===== config.mk =====
export PLATFORM = sky130hd
export DESIGN_NAME = led_pwm_blinker
export DESIGN_NICKNAME = d
export VERILOG_FILES = /design/src/rtl/led_pwm_blinker.sv
export SDC_FILE = /design/constraint.sdc
export NUM_CORES = 1
export LEC_CHECK = 0
export BUFFER_PORTS_ARGS = -buffer_cell sky130_fd_sc_hd__buf_2
export CORE_MARGIN = 2
export CORE_UTILIZATION = 45
export CTS_CLUSTER_SIZE = 8
export DETAILED_ROUTE_END_ITERATION = 10
export GPL_TIMING_DRIVEN = 0
export PLACE_DENSITY = 0.64
export SYNTH_ARGS = -nofsm -noshare
export SYNTH_HDL_FRONTEND = slang
export SYNTH_SLANG_ARGS = --single-unit
export TNS_END_PERCENT = 20

===== constraint.sdc =====
create_clock -name CLK -period 7.7 [get_ports CLK]
set_input_delay 0.77 -clock CLK [delete_from_list [all_inputs] [get_ports CLK]]
set_output_delay 0.77 -clock CLK [all_outputs]
set_load 0.005 [all_outputs]

===== src/rtl/led_pwm_blinker.sv =====
// LED pin driver: global PWM brightness, prescaler and per-LED blink.
// Config is shadowed and applied only at PWM period wraps.
module led_pwm_blinker #(
  parameter int NUM_LEDS       = 8,
  parameter int PWM_BITS       = 8,
  parameter int PRESCALE_WIDTH = 16,
  parameter int BLINK_WIDTH    = 16
) (
  input  logic                      CLK,
  input  logic                      RESETn,
  input  logic                      enable,
  input  logic [NUM_LEDS-1:0]       led_in,
  input  logic [PWM_BITS-1:0]       duty_in,
  input  logic [PRESCALE_WIDTH-1:0] prescale_in,
  input  logic [BLINK_WIDTH-1:0]    blink_half_in,
  input  logic [NUM_LEDS-1:0]       blink_mask_in,
  input  logic                      cfg_load,
  output logic                      cfg_pending,
  output logic [NUM_LEDS-1:0]       led_out,
  output logic                      period_tick,
  output logic                      blink_phase
);

  typedef struct packed {
    logic [PWM_BITS-1:0]       duty;
    logic [PRESCALE_WIDTH-1:0] prescale;
    logic [BLINK_WIDTH-1:0]    half;
    logic [NUM_LEDS-1:0]       mask;
  } cfg_t;

  localparam logic [PWM_BITS-1:0] PWM_LAST =
    {{(PWM_BITS-1){1'b1}}, 1'b0};
  localparam logic [PWM_BITS-1:0] PWM_ONE =
    {{(PWM_BITS-1){1'b0}}, 1'b1};
  localparam logic [PRESCALE_WIDTH-1:0] PRE_ONE =
    {{(PRESCALE_WIDTH-1){1'b0}}, 1'b1};
  localparam logic [BLINK_WIDTH:0] BLK_ONE =
    {{BLINK_WIDTH{1'b0}}, 1'b1};

  cfg_t act;
  cfg_t pend;
  cfg_t cfg_in;

  logic [PRESCALE_WIDTH-1:0] pre_cnt;
  logic [PWM_BITS-1:0]       pwm_cnt;
  logic [BLINK_WIDTH-1:0]    blink_cnt;
  logic [BLINK_WIDTH:0]      blink_inc;

  logic step;
  logic wrap;
  logic boundary;
  logic apply;
  logic pwm_on;
  logic blink_on;
  logic blink_last;

  assign cfg_in = {duty_in, prescale_in, blink_half_in, blink_mask_in};

  assign step     = enable & (pre_cnt == act.prescale);
  assign wrap     = step & (pwm_cnt == PWM_LAST);
  // A disabled block has no period in flight, so config lands at once.
  assign boundary = wrap | ~enable;
  assign apply    = boundary & (cfg_load | cfg_pending);

  assign pwm_on     = pwm_cnt < act.duty;
  assign blink_on   = act.half != '0;
  assign blink_inc  = {1'b0, blink_cnt} + BLK_ONE;
  assign blink_last = blink_inc == {1'b0, act.half};

  always_ff @(posedge CLK) begin
    if (!RESETn) begin
      act.duty     <= '1;
      act.prescale <= '0;
      act.half     <= '0;
      act.mask     <= '0;
      pend         <= '0;
      cfg_pending  <= 1'b0;
      pre_cnt      <= '0;
      pwm_cnt      <= '0;
      blink_cnt    <= '0;
      blink_phase  <= 1'b1;
      period_tick  <= 1'b0;
      led_out      <= '0;
    end else begin
      period_tick <= wrap;
      led_out <= led_in
               & {NUM_LEDS{enable & pwm_on}}
               & (~act.mask | {NUM_LEDS{blink_phase}});

      if (cfg_load)
        pend <= cfg_in;
      if (boundary & cfg_load)
        act <= cfg_in;
      else if (boundary & cfg_pending)
        act <= pend;
      cfg_pending <= (cfg_load | cfg_pending) & ~boundary;

      if (!enable) begin
        pre_cnt     <= '0;
        pwm_cnt     <= '0;
        blink_cnt   <= '0;
        blink_phase <= 1'b1;
      end else begin
        pre_cnt <= step ? '0 : pre_cnt + PRE_ONE;
        if (wrap)
          pwm_cnt <= '0;
        else if (step)
          pwm_cnt <= pwm_cnt + PWM_ONE;

        if (apply | ~blink_on) begin
          blink_cnt   <= '0;
          blink_phase <= 1'b1;
        end else if (wrap) begin
          if (blink_last) begin
            blink_cnt   <= '0;
            blink_phase <= ~blink_phase;
          end else begin
            blink_cnt <= blink_inc[BLINK_WIDTH-1:0];
          end
        end
      end
    end
  end

endmodule

==> results of run 1 <==
per-stage QoR:
step	std cells	instance area [um2]	hold WS, ps	power (uW)	setup WS, ps
floorplan	732	6561	432.4	932.7	5272
global placement	985	7137	450.3	988.3	4812
detailed placement	985	7137	448.2	994.3	4767
CTS	1016	7736	456.4	1835	4734
global route	1016	7736	485.1	1890	4517
finish	1016	7736	456.9	1825	4703
routing by layer:
layer	global-route usage, %	vias to the layer above	wire length (um)	share of wire [%]
met1	26.22	2701	7457	44
met3	5.799	34	744	4.4
met5	0	-	0	0
met2	37.93	121	8313	49
li1	-	2754	-	-
met4	8.923	0	440	2.6
kinds of logic (layout without fill, tap and decap cells):
logic type	count (synthesis)	in the layout
AO/OA/AOI/OAI	121	121
buffers and inverters	67	167
XOR/XNOR	58	58
AND/OR/NAND/NOR	279	279
multiplexers	49	49
adder cells (fa/ha/maj)	11	11
flip-flops	147	147
power groups by stage:
| stage | registers (uW) | clock network, uW | logic (uW) |
|---|---|---|---|
| after floorplan | 828 | 0 | 105 |
| after global placement | 833 | 0 | 156 |
| after detailed placement | 834 | 0 | 160 |
| after CTS | 818 | 857 | 161 |
| after global routing | 821 | 891 | 177 |
| final | 818 | 847 | 160 |
path summary, 6_finish.rpt:
check                  start  endpoint  slack (ps)
setup / recovery  pre_cnt[1]   act[34]        4700
hold / removal        act[3]    act[3]         460
setup reg to reg  pre_cnt[1]   act[34]        4700
hold reg to reg       act[3]    act[3]         460
sequential cells by signal, indices dropped and copies added (netlist names):
name,flops
pwm_cnt,8
pend,48
led_out,8
pre_cnt,16
blink_phase,1
act,48
cfg_pending,1
period_tick,1
blink_cnt,16
area by class of cell:
| class | count | area (um2) | share of cell area, % |
|---|---|---|---|
| inverters | 17 | 63.81 | 0.8248 |
| well taps | 184 | 230.2 | 2.976 |
| clock inverters | 11 | 152.6 | 1.973 |
| clock buffers | 20 | 446.7 | 5.774 |
| repair buffers | 69 | 345.3 | 4.464 |
| multi-input cells | 518 | 3333 | 43.09 |
| plain buffers | 50 | 221.5 | 2.863 |
| flip-flops and latches | 147 | 2943 | 38.04 |
placed cells by master, fill, tap and decap left out, types with 17 or more instances in the layout:
| cell type | count |
|---|---|
| mux2i_1 | 48 |
| nor2_1 | 98 |
| nand3_1 | 29 |
| xor2_1 | 19 |
| clkbuf_1 | 30 |
| clkbuf_16 | 17 |
| buf_2 | 79 |
| dfxtp_1 | 147 |
| and3_1 | 19 |
| o221ai_1 | 28 |
| nand2_1 | 65 |
| xnor2_1 | 39 |
| a21oi_1 | 36 |
worst max-delay path, cell delays in order, from the launching register on:
cell	delay, ps
dfxtp_1	440
xnor2_1	150
nand4_1	130
nor4_2	600
nand2_1	300
a21oi_2	530
buf_2	390
o221ai_1	190
a21oi_1	180
==> key figures, run 1 <==
Layout
  – Antenna diodes: 0
  – Layout cells sized above 1: around 15%
  – Area growth, synth to finish: 17.91%
  – Utilization after layout: 53.84%
  – Fin nets: 891
  – Filler instances: 1343

Status
  – Run status: complete, no violations

STA
  – Unrepaired setup endpoints after global routing: no
  – Setup Skew: 8.328 ps
  – Worst-Margin Slew: 1256 ps
  – Final Setup Violations: 0
  – Fmax: 333.7 MHz
  – Slew margin rel.: 15.24%
  – Final Max Tran Viols: 0
  – Fin. Hold Viols: 0
  – Sum Neg Setup Slack: 0 ps
  – Min cycle time layout: 2997 ps
  – Tcrit/Tclk final: 38.92%

CTS
  – Clk buf depth: 2
  – CTS H-tree depth: 4
  – Post-CTS resize count: 0
  – Cts bufs inserted: 17
  – Latest clock arrival within the worst-skew pair: 420 ps
  – Clk pin slew, worst setup/hold paths: 60 ps
  – Hold buffer count at CTS: 0
  – CTS tree: built
  – Post-CTS Setup Inserts: 0
  – Clk sinks: 147
  – Clk root buf: clkbuf_16

Logic synthesis
  – Compound-gate portion of the synthesized area: 12.99%
  – Post-synth EDFFs: 0
  – Synth Area in Simple Gates: 20.48%
  – Most common cell in the netlist: dfxtp_1
  – Largest area contributor in the netlist: dfxtp_1
  – Multiplexer share of the synthesized area: 7.494%
  – Synth cell count leaders: 147 x dfxtp_1, 98 x nor2_1, 65 x nand2_1
  – Post-Syn Area: roughly 6600 um2
  – Sequential share of the synthesized area: 44.85%
  – Post-synthesis xor/xnor area fraction: under 10%
  – Synth top area share: 44.85%
  – Mapped Cells: ~730
  – Fraction of registers with async set/reset: 0%
  – Post-synthesis register bit count: between 100 and 150
  – Synth Warn #: 0
  – Unique masters post-synth: 54
  – Combinational family with the most area after synthesis: simple AND/OR/NAND/NOR gates
  – Adder-Cell Fraction of Synth Area: under 10%
  – Post-synth top flop: dfxtp_1
  – Avg Inst Size Synth: 8.964 um2
  – Top cells by area, synth: dfxtp_1 45%, mux2i_1 7.3%, nor2_1 5.6%, xnor2_1 5.2%, o221ai_1 3.7%
  – Synth Net Count: 803

Power and ir drop
  – Psw: about 440 uW
  – Gate power share: 8.8%
  – Internal power: 1382 uW
  – Sw Share: between 20 and 25%
  – LEAKAGE: 0.003157 uW
  – Sequential Power Share: 44.8%
  – PD cells: 236.0 nW/um2
  – Peak supply drop: 190.3 uV
  – Clock power share: 46.4%

Critical path
  – Setup CP Type: reg -> reg
  – Crit path DAT: 3340 ps
  – Startpoint Class: flop
  – Crit. End Element: flop
  – CP required: 8040 ps
  – Worst-path fanout max: 10
  – FF-to-FF path depth: 8

Floorplanning
  – Core ar.: ~14000 um2
  – Die Wd: 124.8 um
  – Rows: 44
  – Die H: 124.8 um
  – IO Pins: 71
  – Initial Util: 45.66%
  – Die area: roughly 16000 um2

GRT
  – Total track usage: about 22%
  – Vias in the first global route: 5536
  – Initial antenna violation count: 0
  – Maximum number of pins on one net before global-route repair: 17
  – First-pass GRT wire length: between 20 and 30 mm
  – Grt ovf: 0

Detailed routing
  – Routed WL: 16.96 mm
  – Post-DR vias/cell: 5.522
  – Routed vias: 5610
  – DRT antenna net count: 0
  – WL/cell: 16.69 um
  – First DRT Iteration DRCs: between 300 and 400
  – DRC: 0
  – Drt pass-1 iters: 5

Place
  – Routability cong.: 0.8519
  – IO buf count: 69
  – Hpwl dp: 12.63 mm

Hold path
  – Hold depth: 2
  – HP Class: reg -> reg

Job
  – Max-cap viol count: 0
(Power assumes the default switching activity.)
==> run 2, diff against run 1 <==
--- a/config.mk
+++ b/config.mk
@@ -5,6 +5,7 @@
 export SDC_FILE = /design/constraint.sdc
 export NUM_CORES = 1
 export LEC_CHECK = 0
+export ABC_AREA = 1
 export BUFFER_PORTS_ARGS = -buffer_cell sky130_fd_sc_hd__buf_2
 export CORE_MARGIN = 2
 export CORE_UTILIZATION = 45
==> constraint.sdc (replaced) <==
create_clock -name CLK -period 2.85 [get_ports CLK]
set_input_delay 0.285 -clock CLK [delete_from_list [all_inputs] [get_ports CLK]]
set_output_delay 0.285 -clock CLK [all_outputs]
set_load 0.005 [all_outputs]
==> key figures, run 2 <==
Detailed routing
  – Routed WL: 17.84 mm
  – Post-DR vias/cell: 4.961
  – First DRT Iteration DRCs: 415
  – Drt pass-1 iters: 4
  – WL/cell: 13.74 um
  – Routed vias: 6439
  – DRC: 0
  – DRT antenna net count: 0

GRT
  – Initial antenna violation count: 0
  – Grt ovf: 0
  – Maximum number of pins on one net before global-route repair: 17
  – Vias in the first global route: between 6000 and 7000
  – Total track usage: between 20% and 30%
  – First-pass GRT wire length: 29.53 mm

Logic synthesis
  – Adder-Cell Fraction of Synth Area: under 10%
  – Synth Net Count: 1080
  – Sequential share of the synthesized area: 41.90%
  – Synth Area in Simple Gates: a little under a third
  – Multiplexer share of the synthesized area: less than 1%
  – Synth Warn #: 0
  – Fraction of registers with async set/reset: 0%
  – Top cells by area, synth: dfxtp_1 42%, nand2_1 13%, nor2_1 7.3%, inv_1 6.8%, a21oi_1 5.0%
  – Post-synthesis xor/xnor area fraction: 3.314%
  – Synth top area share: 41.90%
  – Compound-gate portion of the synthesized area: between 10 and 15%
  – Largest area contributor in the netlist: dfxtp_1
  – Synth cell count leaders: 234 x nand2_1, 147 x dfxtp_1, 137 x nor2_1
  – Mapped Cells: between 1000 and 1500
  – Most common cell in the netlist: nand2_1
  – Avg Inst Size Synth: between 6 and 7 um2
  – Post-synth top flop: dfxtp_1
  – Unique masters post-synth: 38
  – Combinational family with the most area after synthesis: simple AND/OR/NAND/NOR gates
  – Post-synth EDFFs: 0
  – Post-Syn Area: 7023 um2
  – Post-synthesis register bit count: roughly 150

Power and ir drop
  – LEAKAGE: 0.003740 uW
  – Power, Total: 4946 uW
  – Peak supply drop: 446.1 uV
  – PD cells: 603.9 nW/um2

CTS
  – Post-CTS resize count: 0
  – Cts bufs inserted: 17
  – CTS H-tree depth: 4
  – Clk root buf: clkbuf_16
  – Clk pin slew, worst setup/hold paths: 60 ps
  – Hold buffer count at CTS: 0
  – Clk sinks: 147
  – CTS tree: built
  – Post-CTS Setup Inserts: 0
  – Latest clock arrival within the worst-skew pair: 430 ps
  – Clk buf depth: 2

Layout
  – Most frequent cells in the layout: 234 x nand2_1, 147 x dfxtp_1, 137 x nor2_1, 127 x inv_1, 78 x buf_2
  – Commonest non-fill, non-tap cell in the layout: nand2_1
  – Filler instances: 1514
  – Layout cells sized above 1: 12.97%
  – Post-Layout Cell Count: 1298
  – Largest registers: act x48, pend x48
  – Fin nets: 1168
  – Area growth, synth to finish: 16.60%
  – Antenna diodes: 0

STA
  – Final Max Tran Viols: 0
  – Min cycle time layout: 2374 ps
  – Tcrit/Tclk final: 83.30%
  – Unrepaired setup endpoints after global routing: no
  – Fmax: 421.2 MHz
  – Sum Neg Setup Slack: 0 ps
  – Final Setup Violations: 0
  – Final setup margin: 476.1 ps
  – Fin. Hold Viols: 0
  – Slew margin rel.: 53.84%
  – Worst-Margin Slew: slightly below 700 ps
  – Setup Skew: approximately 8.2 ps

Hold path
  – HP Class: in -> reg
  – Min-delay src: led_in[3]

Critical path
  – Setup CP Type: reg -> reg
  – Worst-path fanout max: 10
  – R2r startpoint: blink_cnt[0]
  – Crit. End Element: flop
  – Slowest stage delay, CP: approximately 440 ps
  – Crit-path cells: ha_1, nand2_1, nor2_1, buf_4, nand3_1, nand3_1, nand2_1, inv_1, nand2_1, nor2_1, nand3_1, buf_2, o21ai_0, a21oi_1
  – CP Launch Point: blink_cnt[0]
  – CP required: 3160 ps
  – CP max-delay cell: dfxtp_1
  – Startpoint Class: flop
  – Crit path DAT: 2680 ps

Floorplanning
  – Initial Util: 46.20%
  – Core ar.: 15200 um2
  – Rows: 45
  – Die H: 128.9 um
  – Die area: 16620 um2
  – Die Wd: 128.9 um
  – IO Pins: 71

Place
  – Pre-CTS setup slack: 479.5 ps
  – Hpwl dp: approximately 13 mm
  – Cell Count Post-Placement: 1266
  – Routability cong.: 0.8810
  – IO buf count: 69

Job
  – Max-cap viol count: 0

Status
  – Run status: complete, no violations
[run 2: cell types whose count changed in the layout (fill, tap and decap cells not counted), sizes merged, moves of 10 or more]
| cell | before | now |
|---|---|---|
| a211oi | 16 | 6 |
| o221ai | 28 | 0 |
| o21ai | 8 | 54 |
| xnor2 | 39 | 14 |
| nor2 | 98 | 143 |
| nand2b | 11 | 0 |
| nor3 | 6 | 21 |
| and3 | 19 | 2 |
| a21oi | 37 | 70 |
| nand3 | 29 | 45 |
| inv | 20 | 133 |
| nand2 | 65 | 236 |
| mux2i | 48 | 4 |
| or2 | 3 | 17 |
[run 2: area by class of cell]
type | count | area [um2] | area share (%)
plain buffers | 40 | 187.7 | 2.292
clock buffers | 21 | 460.4 | 5.623
clock inverters | 11 | 125.1 | 1.528
inverters | 131 | 491.7 | 6.005
multi-input cells | 691 | 3401 | 41.53
flip-flops and latches | 147 | 2943 | 35.94
well taps | 188 | 235.2 | 2.872
repair buffers | 69 | 345.3 | 4.217
[run 2: through the flow]
step	cell area [um2]	util, %	hold WS (ps)
floorplan	7023	-	406.1
global placement	7604	50.02	438.0
detailed placement	7604	50.02	437.1
CTS	8189	53.87	65.96
global route	8189	53.87	63.71
finish	8189	53.87	75.89
[run 2: power breakdown]
group | internal (uW) | switching, uW
Sequential | 2160 | 55.3
Clock | 1340 | 897
Combinational | 186 | 307
Total | 3690 | 1260
[run 2: logic make-up (layout without fill, tap and decap cells)]
kind of cell               count (synthesis)  in the layout
and+or+nand+nor                          495            495
buffers and inverters                    171            272
AOI/OAI and AO/OA                        156            156
DFF                                      147            147
xor gates and xnor gates                  25             25
adders and majority gates                 11             11
muxes                                      4              4
[run 2: final timing paths]
| check | endpoint | slack (ps) | cells past startpoint |
|---|---|---|---|
| worst max register to register | blink_cnt[4] | 480 | 14 |
| worst min register to register | led_out[7] | 440 | 1 |
| worst min-delay path | led_out[3] | 80 | 3 |
| worst max-delay path | blink_cnt[4] | 480 | 14 |
[run 2: worst max-delay path: cells and delay by family (launching register included)]
family | cells | cell delay (ps)
flip-flops | 1 | 440
buffers and inverters | 3 | 500
adder cells (fa/ha/maj) | 1 | 220
AND/OR/NAND/NOR | 8 | 840
AO/OA/AOI/OAI | 2 | 240
[run 2: layer usage]
metal  routed length (um)  global-route usage [%]  vias up  share of wire, %
met5                    0                       0        -                 0
met4                  441                   8.760        0               2.5
met3                  738                   5.156       31               4.1
met2                 8150                   36.73      122                46
met1                 8504                   30.07     2882                48
li1                     -                       -     3404                 -
